## config.mk

```make
export PLATFORM = sky130hd
export DESIGN_NAME = unified_mem_arbiter_flat
export DESIGN_NICKNAME = d
export VERILOG_FILES = /design/src/rtl/unified_mem_arbiter_pkg.sv /design/src/rtl/unified_mem_arbiter_if.sv /design/src/rtl/unified_mem_arbiter_pick.sv /design/src/rtl/unified_mem_arbiter.sv /design/src/flat_wrapper.sv
export SDC_FILE = /design/constraint.sdc
export NUM_CORES = 1
export LEC_CHECK = 0
export CAP_MARGIN = 20
export CORE_MARGIN = 3
export CORE_UTILIZATION = 34
export CTS_CLUSTER_SIZE = 20
export DETAILED_ROUTE_END_ITERATION = 12
export GPL_ROUTABILITY_DRIVEN = 1
export MAX_ROUTING_LAYER = met4
export PLACE_DENSITY_LB_ADDON = 0.25
export SLEW_MARGIN = 15
export SYNTH_ARGS = -nofsm -noshare
export SYNTH_HDL_FRONTEND = slang
export SYNTH_SLANG_ARGS = --single-unit
```

## constraint.sdc

```tcl
create_clock -name clk -period 1.9 [get_ports clk]
set_input_delay 0.285 -clock clk [delete_from_list [all_inputs] [get_ports clk]]
set_output_delay 0.285 -clock clk [all_outputs]
set_load 0.1 [all_outputs]
```

## src/rtl/unified_mem_arbiter_pkg.sv

```systemverilog
// Shared types and default sizing for the unified fetch/data memory arbiter.
package mem_arb_pkg;

    localparam int DEF_AW       = 32;
    localparam int DEF_DW       = 32;
    localparam int DEF_MAX_WAIT = 4;
    localparam int DEF_TIMEOUT  = 16;

    typedef enum logic [1:0] {
        IDLE   = 2'd0,
        BUSY_I = 2'd1,
        BUSY_D = 2'd2
    } state_t;

    typedef enum logic [1:0] {
        OWN_NONE = 2'd0,
        OWN_I    = 2'd1,
        OWN_D    = 2'd2
    } owner_t;

    // Bits needed to hold a counter that reaches n (never narrower than 1).
    function automatic int cnt_w(input int n);
        return (n < 1) ? 1 : $clog2(n + 1);
    endfunction

endpackage

```

## src/rtl/unified_mem_arbiter_if.sv

```systemverilog
// Fetch port, data port and memory port of the arbiter grouped as one bundle.
interface unified_mem_arbiter_if
    import mem_arb_pkg::*;
#(
    parameter int AW = DEF_AW,
    parameter int DW = DEF_DW
);
    logic          if_req;
    logic [AW-1:0] if_addr;
    logic          if_gnt;
    logic          if_rvalid;
    logic [DW-1:0] if_rdata;
    logic          if_err;

    logic          d_req;
    logic          d_we;
    logic [AW-1:0] d_addr;
    logic [DW-1:0] d_wdata;
    logic          d_gnt;
    logic          d_rvalid;
    logic [DW-1:0] d_rdata;
    logic          d_err;

    logic          mem_req;
    logic          mem_we;
    logic [AW-1:0] mem_addr;
    logic [DW-1:0] mem_wdata;
    logic [DW-1:0] mem_rdata;
    logic          mem_ready;

    // Arbiter side.
    modport slave (
        input  if_req, if_addr, d_req, d_we, d_addr, d_wdata, mem_rdata, mem_ready,
        output if_gnt, if_rvalid, if_rdata, if_err,
        output d_gnt, d_rvalid, d_rdata, d_err,
        output mem_req, mem_we, mem_addr, mem_wdata
    );

    // Requesters plus memory side.
    modport master (
        output if_req, if_addr, d_req, d_we, d_addr, d_wdata, mem_rdata, mem_ready,
        input  if_gnt, if_rvalid, if_rdata, if_err,
        input  d_gnt, d_rvalid, d_rdata, d_err,
        input  mem_req, mem_we, mem_addr, mem_wdata
    );
endinterface

```

## src/rtl/unified_mem_arbiter_pick.sv

```systemverilog
// Fetch/data priority select with an anti-starvation counter for fetch.
module mem_arb_pick
    import mem_arb_pkg::*;
#(
    parameter int MAX_WAIT = DEF_MAX_WAIT
) (
    input  logic clk,
    input  logic reset,
    input  logic arb_en,
    input  logic if_req,
    input  logic d_req,
    output logic grant_i,
    output logic grant_d
);
    localparam int SW = cnt_w(MAX_WAIT);
    localparam logic [SW-1:0] SAT = SW'(MAX_WAIT);

    logic [SW-1:0] starve_q, starve_d;

    always_comb begin
        grant_i  = 1'b0;
        grant_d  = 1'b0;
        starve_d = starve_q;
        // Data normally wins; fetch is forced through once it has lost MAX_WAIT times.
        if (arb_en) begin
            if (if_req && (!d_req || starve_q == SAT)) grant_i = 1'b1;
            else if (d_req)                           grant_d = 1'b1;
        end
        if (grant_i)                                    starve_d = '0;
        else if (grant_d && if_req && starve_q != SAT)  starve_d = starve_q + 1'b1;
    end

    always_ff @(posedge clk) begin
        if (!reset) starve_q <= '0;
        else        starve_q <= starve_d;
    end
endmodule

```

## src/rtl/unified_mem_arbiter.sv

```systemverilog
// Single-port memory shared by instruction fetch and data access, one access at a time.
module unified_mem_arbiter
    import mem_arb_pkg::*;
#(
    parameter int AW       = DEF_AW,
    parameter int DW       = DEF_DW,
    parameter int MAX_WAIT = DEF_MAX_WAIT,
    parameter int TIMEOUT  = DEF_TIMEOUT
) (
    input  logic                 clk,
    input  logic                 reset,
    unified_mem_arbiter_if.slave bus
);
    localparam int WW = cnt_w(TIMEOUT);
    localparam logic [WW-1:0] WAIT_LAST = WW'(TIMEOUT - 1);

    state_t        state_q, state_d;
    logic [WW-1:0] wait_q, wait_d;
    logic          mem_req_q, mem_req_d;
    logic          mem_we_q, mem_we_d;
    logic [AW-1:0] mem_addr_q, mem_addr_d;
    logic [DW-1:0] mem_wdata_q, mem_wdata_d;
    logic [DW-1:0] rdata_q, rdata_d;
    logic          rsp_err_q, rsp_err_d;
    owner_t        rsp_own_q, rsp_own_d;
    logic          grant_i, grant_d;

    // Grants are held off while reset is asserted so every output reads 0.
    mem_arb_pick #(.MAX_WAIT(MAX_WAIT)) u_pick (
        .clk     (clk),
        .reset   (reset),
        .arb_en  ((state_q == IDLE) && reset),
        .if_req  (bus.if_req),
        .d_req   (bus.d_req),
        .grant_i (grant_i),
        .grant_d (grant_d)
    );

    always_comb begin
        state_d     = state_q;
        wait_d      = wait_q;
        mem_req_d   = mem_req_q;
        mem_we_d    = mem_we_q;
        mem_addr_d  = mem_addr_q;
        mem_wdata_d = mem_wdata_q;
        rdata_d     = '0;
        rsp_err_d   = 1'b0;
        rsp_own_d   = OWN_NONE;
        unique case (state_q)
            IDLE: begin
                if (grant_i) begin
                    state_d     = BUSY_I;
                    mem_req_d   = 1'b1;
                    mem_we_d    = 1'b0;
                    mem_addr_d  = bus.if_addr;
                    mem_wdata_d = '0;
                    wait_d      = '0;
                end else if (grant_d) begin
                    state_d     = BUSY_D;
                    mem_req_d   = 1'b1;
                    mem_we_d    = bus.d_we;
                    mem_addr_d  = bus.d_addr;
                    mem_wdata_d = bus.d_wdata;
                    wait_d      = '0;
                end
            end
            BUSY_I, BUSY_D: begin
                // Response is registered and presented to the owner on the following IDLE cycle.
                if (bus.mem_ready) begin
                    state_d   = IDLE;
                    mem_req_d = 1'b0;
                    rsp_own_d = (state_q == BUSY_I) ? OWN_I : OWN_D;
                    rdata_d   = mem_we_q ? '0 : bus.mem_rdata;
                end else if (wait_q == WAIT_LAST) begin
                    state_d   = IDLE;
                    mem_req_d = 1'b0;
                    rsp_own_d = (state_q == BUSY_I) ? OWN_I : OWN_D;
                    rsp_err_d = 1'b1;
                end else begin
                    wait_d = wait_q + 1'b1;
                end
            end
            default: state_d = IDLE;
        endcase
    end

    always_ff @(posedge clk) begin
        if (!reset) begin
            state_q     <= IDLE;
            wait_q      <= '0;
            mem_req_q   <= 1'b0;
            mem_we_q    <= 1'b0;
            mem_addr_q  <= '0;
            mem_wdata_q <= '0;
            rdata_q     <= '0;
            rsp_err_q   <= 1'b0;
            rsp_own_q   <= OWN_NONE;
        end else begin
            state_q     <= state_d;
            wait_q      <= wait_d;
            mem_req_q   <= mem_req_d;
            mem_we_q    <= mem_we_d;
            mem_addr_q  <= mem_addr_d;
            mem_wdata_q <= mem_wdata_d;
            rdata_q     <= rdata_d;
            rsp_err_q   <= rsp_err_d;
            rsp_own_q   <= rsp_own_d;
        end
    end

    assign bus.if_gnt    = grant_i;
    assign bus.d_gnt     = grant_d;
    assign bus.if_rvalid = (rsp_own_q == OWN_I);
    assign bus.d_rvalid  = (rsp_own_q == OWN_D);
    assign bus.if_rdata  = (rsp_own_q == OWN_I) ? rdata_q : '0;
    assign bus.d_rdata   = (rsp_own_q == OWN_D) ? rdata_q : '0;
    assign bus.if_err    = (rsp_own_q == OWN_I) && rsp_err_q;
    assign bus.d_err     = (rsp_own_q == OWN_D) && rsp_err_q;
    assign bus.mem_req   = mem_req_q;
    assign bus.mem_we    = mem_we_q;
    assign bus.mem_addr  = mem_addr_q;
    assign bus.mem_wdata = mem_wdata_q;
endmodule

```

## src/flat_wrapper.sv

```systemverilog
// flat-port wrapper written by rule: the top's interface ports become plain ports
module unified_mem_arbiter_flat import mem_arb_pkg::*;
#(
    parameter int AW       = DEF_AW,
    parameter int DW       = DEF_DW,
    parameter int MAX_WAIT = DEF_MAX_WAIT,
    parameter int TIMEOUT  = DEF_TIMEOUT
)
  (clk, reset, bus_if_req, bus_if_addr, bus_d_req, bus_d_we, bus_d_addr, bus_d_wdata, bus_mem_rdata, bus_mem_ready, bus_if_gnt, bus_if_rvalid, bus_if_rdata, bus_if_err, bus_d_gnt, bus_d_rvalid, bus_d_rdata, bus_d_err, bus_mem_req, bus_mem_we, bus_mem_addr, bus_mem_wdata);
  unified_mem_arbiter_if #(.AW(AW), .DW(DW)) bus_i ();
  input  logic clk;
  input  logic reset;
  input wire logic [$bits(bus_i.if_req)-1:0] bus_if_req;
  input wire logic [$bits(bus_i.if_addr)-1:0] bus_if_addr;
  input wire logic [$bits(bus_i.d_req)-1:0] bus_d_req;
  input wire logic [$bits(bus_i.d_we)-1:0] bus_d_we;
  input wire logic [$bits(bus_i.d_addr)-1:0] bus_d_addr;
  input wire logic [$bits(bus_i.d_wdata)-1:0] bus_d_wdata;
  input wire logic [$bits(bus_i.mem_rdata)-1:0] bus_mem_rdata;
  input wire logic [$bits(bus_i.mem_ready)-1:0] bus_mem_ready;
  output wire logic [$bits(bus_i.if_gnt)-1:0] bus_if_gnt;
  output wire logic [$bits(bus_i.if_rvalid)-1:0] bus_if_rvalid;
  output wire logic [$bits(bus_i.if_rdata)-1:0] bus_if_rdata;
  output wire logic [$bits(bus_i.if_err)-1:0] bus_if_err;
  output wire logic [$bits(bus_i.d_gnt)-1:0] bus_d_gnt;
  output wire logic [$bits(bus_i.d_rvalid)-1:0] bus_d_rvalid;
  output wire logic [$bits(bus_i.d_rdata)-1:0] bus_d_rdata;
  output wire logic [$bits(bus_i.d_err)-1:0] bus_d_err;
  output wire logic [$bits(bus_i.mem_req)-1:0] bus_mem_req;
  output wire logic [$bits(bus_i.mem_we)-1:0] bus_mem_we;
  output wire logic [$bits(bus_i.mem_addr)-1:0] bus_mem_addr;
  output wire logic [$bits(bus_i.mem_wdata)-1:0] bus_mem_wdata;
  assign bus_i.if_req = bus_if_req;
  assign bus_i.if_addr = bus_if_addr;
  assign bus_i.d_req = bus_d_req;
  assign bus_i.d_we = bus_d_we;
  assign bus_i.d_addr = bus_d_addr;
  assign bus_i.d_wdata = bus_d_wdata;
  assign bus_i.mem_rdata = bus_mem_rdata;
  assign bus_i.mem_ready = bus_mem_ready;
  assign bus_if_gnt = bus_i.if_gnt;
  assign bus_if_rvalid = bus_i.if_rvalid;
  assign bus_if_rdata = bus_i.if_rdata;
  assign bus_if_err = bus_i.if_err;
  assign bus_d_gnt = bus_i.d_gnt;
  assign bus_d_rvalid = bus_i.d_rvalid;
  assign bus_d_rdata = bus_i.d_rdata;
  assign bus_d_err = bus_i.d_err;
  assign bus_mem_req = bus_i.mem_req;
  assign bus_mem_we = bus_i.mem_we;
  assign bus_mem_addr = bus_i.mem_addr;
  assign bus_mem_wdata = bus_i.mem_wdata;
  unified_mem_arbiter #(.AW(AW), .DW(DW), .MAX_WAIT(MAX_WAIT), .TIMEOUT(TIMEOUT)) u_core (.clk(clk), .reset(reset), .bus(bus_i));
endmodule
```

==> results.cfg, run 1 <==
[die]
core_area_um2 = 12800
num_io_pins = 270
die_w_um = 121
die_h_um = 121
die_area_um2 = 14600
initial_utilization_pct = 35.2
rows = 41

[yosys]
synth-compound-area-share_pct = 14.4
netlist_instances = 512
synth_cell_types = 40
synthXorXnorAreaFrac_pct = 0.195
synth-seq-area-share_pct = 49.5
yosysWarnings = 0
synth_area_leader_cell = dfxtp_1
ys.flop_type = dfxtp_1
async_flop_share_pct = 0
synth_top_family_by_area = simple AND/OR/NAND/NOR gates
synth_top_cell_area_share_pct = 49.5
synth_area_um2 = 4490
synth_fp_nets = 653
synthSimpleGateAreaFrac_pct = 28.9
synth.top_cells.by_area = dfxtp_1 (49%), and2_1 (14%), nand2_1 (6.1%)
synth-seq-cells = 111
synthAdderAreaFrac_pct = 1.95
synth_area_per_cell_um2 = 8.77
synth_mux_area_share_pct = 0
synth_edf_count = 0

[sta]
tightest_slew_ns = 0.289
setup_viol = 0
fin_crit_ns = 1.81
layout_setup_ws_ns = 0.0898
rsz0062_at_grt = false
max_slew_margin_pct = 80.7
max_freq_ghz = 0.552
finalHoldViolCount = 0
period_share_pct = 95.3
tns_ns = 0
slew_violations = 0
skew_ns = 0.00902

[cells_and_area]
layout_commonest_cell = clkdlybuf4s50_1
final_cell_mix = clkdlybuf4s50_1 (132), dfxtp_1 (107), buf_4 (87)
drive_gt1_share_pct = 28.0
stdcell_area_um2 = 8380
postLayoutCoreUtil_pct = 65.6
nets = 924
syn2layout_area_growth_pct = 86.5
diodes = 0

[routing]
drc = 0
dr.pass1.iters = 4
vias = 4557
finalWirelength_mm = 14.3
ant_nets = 0
vias_per_cell = 4.75
wl_per_cell_um = 14.9
drt_iter0_markers = 172

[global_route]
grt_use_total_pct = 19.3
grt_pass1_wl_mm = 22.0
antenna_found_initial = 0
gr-total-overflow = 0
grt_pass1_vias = 4460
grt_max_degree = 59

[critical_path]
startpoint_type = flip-flop
worst-r2r-cell-count = 7
crit_fanout = 3
critPathKind = flip-flop to primary output
worstPathArrival_ns = 1.53
cp-end-kind = primary output
cp.required_ns = 1.62

[power_and_ir_drop]
leakage_nw = 3.40
power_density_nw_per_um2 = 833
total_power_mw = 6.98
vdd_drop_max_mv = 0.544

[clock_tree]
htreeDepth = 3
clockBufferDepth = 2
cts_root_buf = clkbuf_16
numCtsBuffers = 9
path_clk_slew_ns = 0.07
cts_tree = built
clkLatencyLatePin_ns = 0.34
postCtsHoldBufs = 0
cts_sinks = 111

[run]
maxCapViolCount = 0

[min_path]
hold_path_class = flip-flop to flip-flop
hold_depth = 2

[run_status]
status = completed

[placed_design]
dpl_cell_area_um2 = 7980
hpwl_mm = 11.0
io_buffers = 269
pre_cts_ws_ns = -0.0525
gp_congestion = 0.850
-- routing by layer --
metal | global-route usage [%] | up-vias | share of wire, % | routed length [um]
li1 | - | 2242 | - | -
met1 | 23.1 | 2106 | 41 | 5920
met2 | 32.5 | 190 | 49 | 7080
met3 | 3.08 | 19 | 7.1 | 1020
met4 | 8.07 | 0 | 2.1 | 297
met5 | - | - | 0 | 0
-- logic make-up (layout without fill, tap and decap cells) --
logic type | count (synthesis) | in the layout
AND/OR/NAND/NOR | 261 | 261
buffers and inverters | 45 | 320
XOR/XNOR | 1 | 1
flip-flops | 111 | 111
AO/OA/AOI/OAI | 87 | 87
adder cells (fa/ha/maj) | 7 | 7
-- sequential cells by signal (all words and copies together), names as in the netlist --
name	cells
u_core.bus.mem_addr	32
u_core.bus.mem_req	1
u_core.bus.mem_wdata	32
u_core.bus.mem_we	1
u_core.rdata_q	32
u_core.rsp_err_q	1
u_core.rsp_own_q	2
u_core.state_q	2
u_core.u_pick.starve_q	3
u_core.wait_q	5
-- path summary, 6_finish.rpt --
kind,start,endpoint,slack [ns]
max,u_core.u_pick.starve_q[0]$_SDFFE_PP0P_,bus_if_gnt,0.09
min,u_core.bus.mem_wdata[26]$_SDFFE_PN0P_,u_core.bus.mem_wdata[26]$_SDFFE_PN0P_,0.46
max reg2reg,u_core.wait_q[0]$_SDFFE_PN0P_,u_core.wait_q[4]$_SDFFE_PN0P_,0.15
min reg2reg,u_core.bus.mem_wdata[26]$_SDFFE_PN0P_,u_core.bus.mem_wdata[26]$_SDFFE_PN0P_,0.46
-- worst max-delay path, stage by stage, from the launching register on --
cell        delay, ns
dfxtp_2          0.35
inv_1            0.05
ha_2             0.20
a21boi_2         0.15
nand2b_4         0.16
clkinvlp_4       0.10
buf_12           0.17
-- report_power, final --
part	switching (mW)	total [mW]	internal, mW
clock network	0.848	1.91	1.06
registers	0.106	2.63	2.52
logic	1.69	2.45	0.757
-- cell usage after synthesis (3+ instances only) --
cell type,instances
dfxtp_1,111
and2_1,98
nand2_1,73
nor2_1,69
a21oi_1,36
o221ai_1,28
buf_2,18
clkbuf_1,12
inv_1,8
ha_1,7
o221ai_2,4
a22oi_1,3
and3_1,3
buf_6,3
nand3_1,3
nor3b_1,3
o21ai_0,3
o22ai_1,3
-- stage by stage --
step           hold WS [ns]  instances
6_report              0.456        959
5_1_grt               0.469        959
4_1_cts               0.452        955
3_5_place_dp          0.447        938
3_3_place_gp          0.441        938
2_1_floorplan         0.361        512
-- repair_timing --
| action | in CTS | in global routing |
|---|---|---|
| pin swaps | 0 | 1 |
| gates resized for setup | 6 | 7 |
| buffers inserted | 2 | 4 |
| setup endpoints to repair | 2 | 26 |
-- layout make-up --
| cell class | instances | area [um2] |
|---|---|---|
| Multi-Input combinational cell | 356 | 2110 |
| Fill cell | 982 | 4400 |
| Clock buffer | 11 | 243 |
| Inverter | 9 | 40.0 |
| Timing Repair Buffer | 296 | 3480 |
| Tap cell | 172 | 215 |
| Sequential cell | 111 | 2230 |
| Clock inverter | 4 | 53.8 |
Note: power is estimated with default switching activity, not from simulation.
==> inputs of run 2 (changes only) <==
- ABC_AREA: unset -> 1
- SLEW_MARGIN: 15 -> 20
==> results.cfg, run 2 <==
[cells_and_area]
layoutNonFillerInstCount = 1072
syn2layout_area_growth_pct = 92.6
drive_gt1_share_pct = 24.8
final_cell_mix = nor2_1 (156), clkdlybuf4s50_1 (133), dfxtp_1 (108)
diodes = 0
nets = 1037
layout_commonest_cell = nor2_1

[yosys]
synth_area_leader_cell = dfxtp_1
synth_most_common_cell = nor2_1
synth-seq-area-share_pct = 49.8
synth_top_cell_area_share_pct = 49.8
synth_common_cells = nor2_1 (192), dfxtp_1 (111), inv_1 (82)
synth_area_um2 = 4460
synth_edf_count = 0
synth-seq-cells = 111
synth_area_per_cell_um2 = 7.12
netlist_instances = 627
yosysWarnings = 0
synth.top_cells.by_area = dfxtp_1 (50%), nor2_1 (16%), o21ai_0 (7.2%)
ys.flop_type = dfxtp_1
synth_cell_types = 22
async_flop_share_pct = 0
synth_fp_nets = 768

[critical_path]
worstPathArrival_ns = 1.52
crit_fanout = 6
cp-end-kind = primary output
path_cells = inv_1, ha_4, nand3_2, a21oi_2, buf_12, buf_12
timing.rr.start = u_core.state_q[1]$_SDFFE_PN0P_
cp.required_ns = 1.62
crit_top_cell = buf_12
critPathKind = flip-flop to primary output
crit_family = buffers and inverters
startpoint_type = flip-flop
crit_buf_inv = 3
max_stage_delay_ns = 0.34
crit_start = u_core.state_q[0]$_SDFFE_PN0P_
cp_slowest_cell = dfxtp_2

[routing]
finalWirelength_mm = 14.6
wl_per_cell_um = 13.7
vias = 4896
ant_nets = 0
drt_iter0_markers = 207
dr.pass1.iters = 4
vias_per_cell = 4.57
drc = 0

[global_route]
grt_max_degree = 41
grt_pass1_wl_mm = 22.4
gr-total-overflow = 0
grt_pass1_vias = 4551
antenna_found_initial = 0
grt_use_total_pct = 20.0

[die]
num_io_pins = 270
rows = 41
die_w_um = 121
die_area_um2 = 14500
die_h_um = 121
initial_utilization_pct = 35.1
core_area_um2 = 12700

[sta]
max_slew_margin_pct = 65.1
slew_violations = 0
rsz0062_at_grt = false
skew_ns = 0.00622
setup_viol = 0
finalHoldViolCount = 0
tightest_slew_ns = 0.524
max_freq_ghz = 0.555
period_share_pct = 94.9
fin_crit_ns = 1.80
whs_ns = 0.461

[power_and_ir_drop]
leakage_nw = 3.51
vdd_drop_max_mv = 0.690
power_density_nw_per_um2 = 939

[placed_design]
gp_congestion = 0.781
hpwl_mm = 11.4
dp.cells = 1054
io_buffers = 269

[clock_tree]
numCtsBuffers = 9
cts_root_buf = clkbuf_16
clockBufferDepth = 2
postCtsHoldBufs = 0
cts_sinks = 111
clkLatencyLatePin_ns = 0.34
htreeDepth = 3
cts_tree = built
path_clk_slew_ns = 0.07

[min_path]
hold_path_class = input pin to flip-flop
worstHoldStart = bus_mem_rdata[31]

[run_status]
status = completed

[run]
maxCapViolCount = 0
-- run 2: cell count changes in the layout (fill, tap and decap cells not counted), sizes merged, moves of 9 or more --
cell / before / now
nor3: 1 / 13
a21oi: 36 / 14
and2: 98 / 0
inv: 9 / 84
o21ai: 3 / 65
nand2: 73 / 64
nor2: 69 / 192
o221ai: 32 / 0
a31oi: 0 / 20
nand3: 3 / 12
-- run 2: cell families (layout without fill, tap and decap cells) --
group                    count (synthesis)  in the layout  share of synthesized area (%)
adder cells (fa/ha/maj)                  7              7                           1.96
XOR/XNOR                                 1              1                          0.196
flip-flops                             111            111                           49.8
buffers and inverters                  117            390                           10.1
AND/OR/NAND/NOR                        292            292                           26.2
AO/OA/AOI/OAI                           99             99                           11.7
-- run 2: metal layers --
metal	up-vias	share of wire, %	track usage (%)
met5	-	0	-
met4	0	2.5	8.29
met3	20	7.8	5.14
met2	203	48	34.3
met1	2186	41	22.2
li1	2487	-	-
-- run 2: cell type report --
type	instances	area, um2
fillers	1070	4130
repair buffers	292	3460
flip-flops and latches	111	2230
multi-input cells	399	2070
inverters	83	319
clock buffers	11	253
well taps	172	215
clock inverters	4	52.6
-- run 2: worst paths after layout --
kind / end / slack, ns / depth (start not counted)
min reg2reg: u_core.bus.mem_req$_SDFFE_PN0P_ / 0.46 / 2
min: u_core.rdata_q[31]$_SDFF_PP0_ / 0.46 / 3
max reg2reg: u_core.bus.mem_we$_SDFFE_PN0P_ / 0.23 / 10
max: bus_if_gnt / 0.1 / 6
-- run 2: through the flow --
| step | total power [mW] | setup slack [ns] | area (um2) | utilization (%) | TNS [ns] |
|---|---|---|---|---|---|
| after floorplan | 5.16 | -0.357 | 4770 | - | -14.73 |
| after global placement | 6.12 | -0.000201 | 8240 | 64.8 | -0.000201 |
| after detailed placement | 6.15 | -0.0472 | 8240 | 64.8 | -0.136 |
| after CTS | 8.15 | 0.00920 | 8570 | 67.4 | 0 |
| after global routing | 8.42 | 0.0193 | 8600 | 67.6 | 0 |
| final | 8.07 | 0.0966 | 8600 | 67.6 | 0 |
-- run 2: timing repair --
action,in CTS,in global routing
gates resized for setup,4,9
setup buffers,2,1
pin swaps,0,1
endpoints found under the setup margin,35,17
-- run 2: tightest hold or removal path: stages --
cell             delay [ns]
clkdlybuf4s50_1        0.39
inv_1                  0.05
nor2_1                 0.03
-- run 2: power breakdown --
group          total (mW)  switching, mW  internal (mW)
combinational        3.38           2.44          0.936
clock                1.94          0.846           1.10
sequential           2.75          0.138           2.61
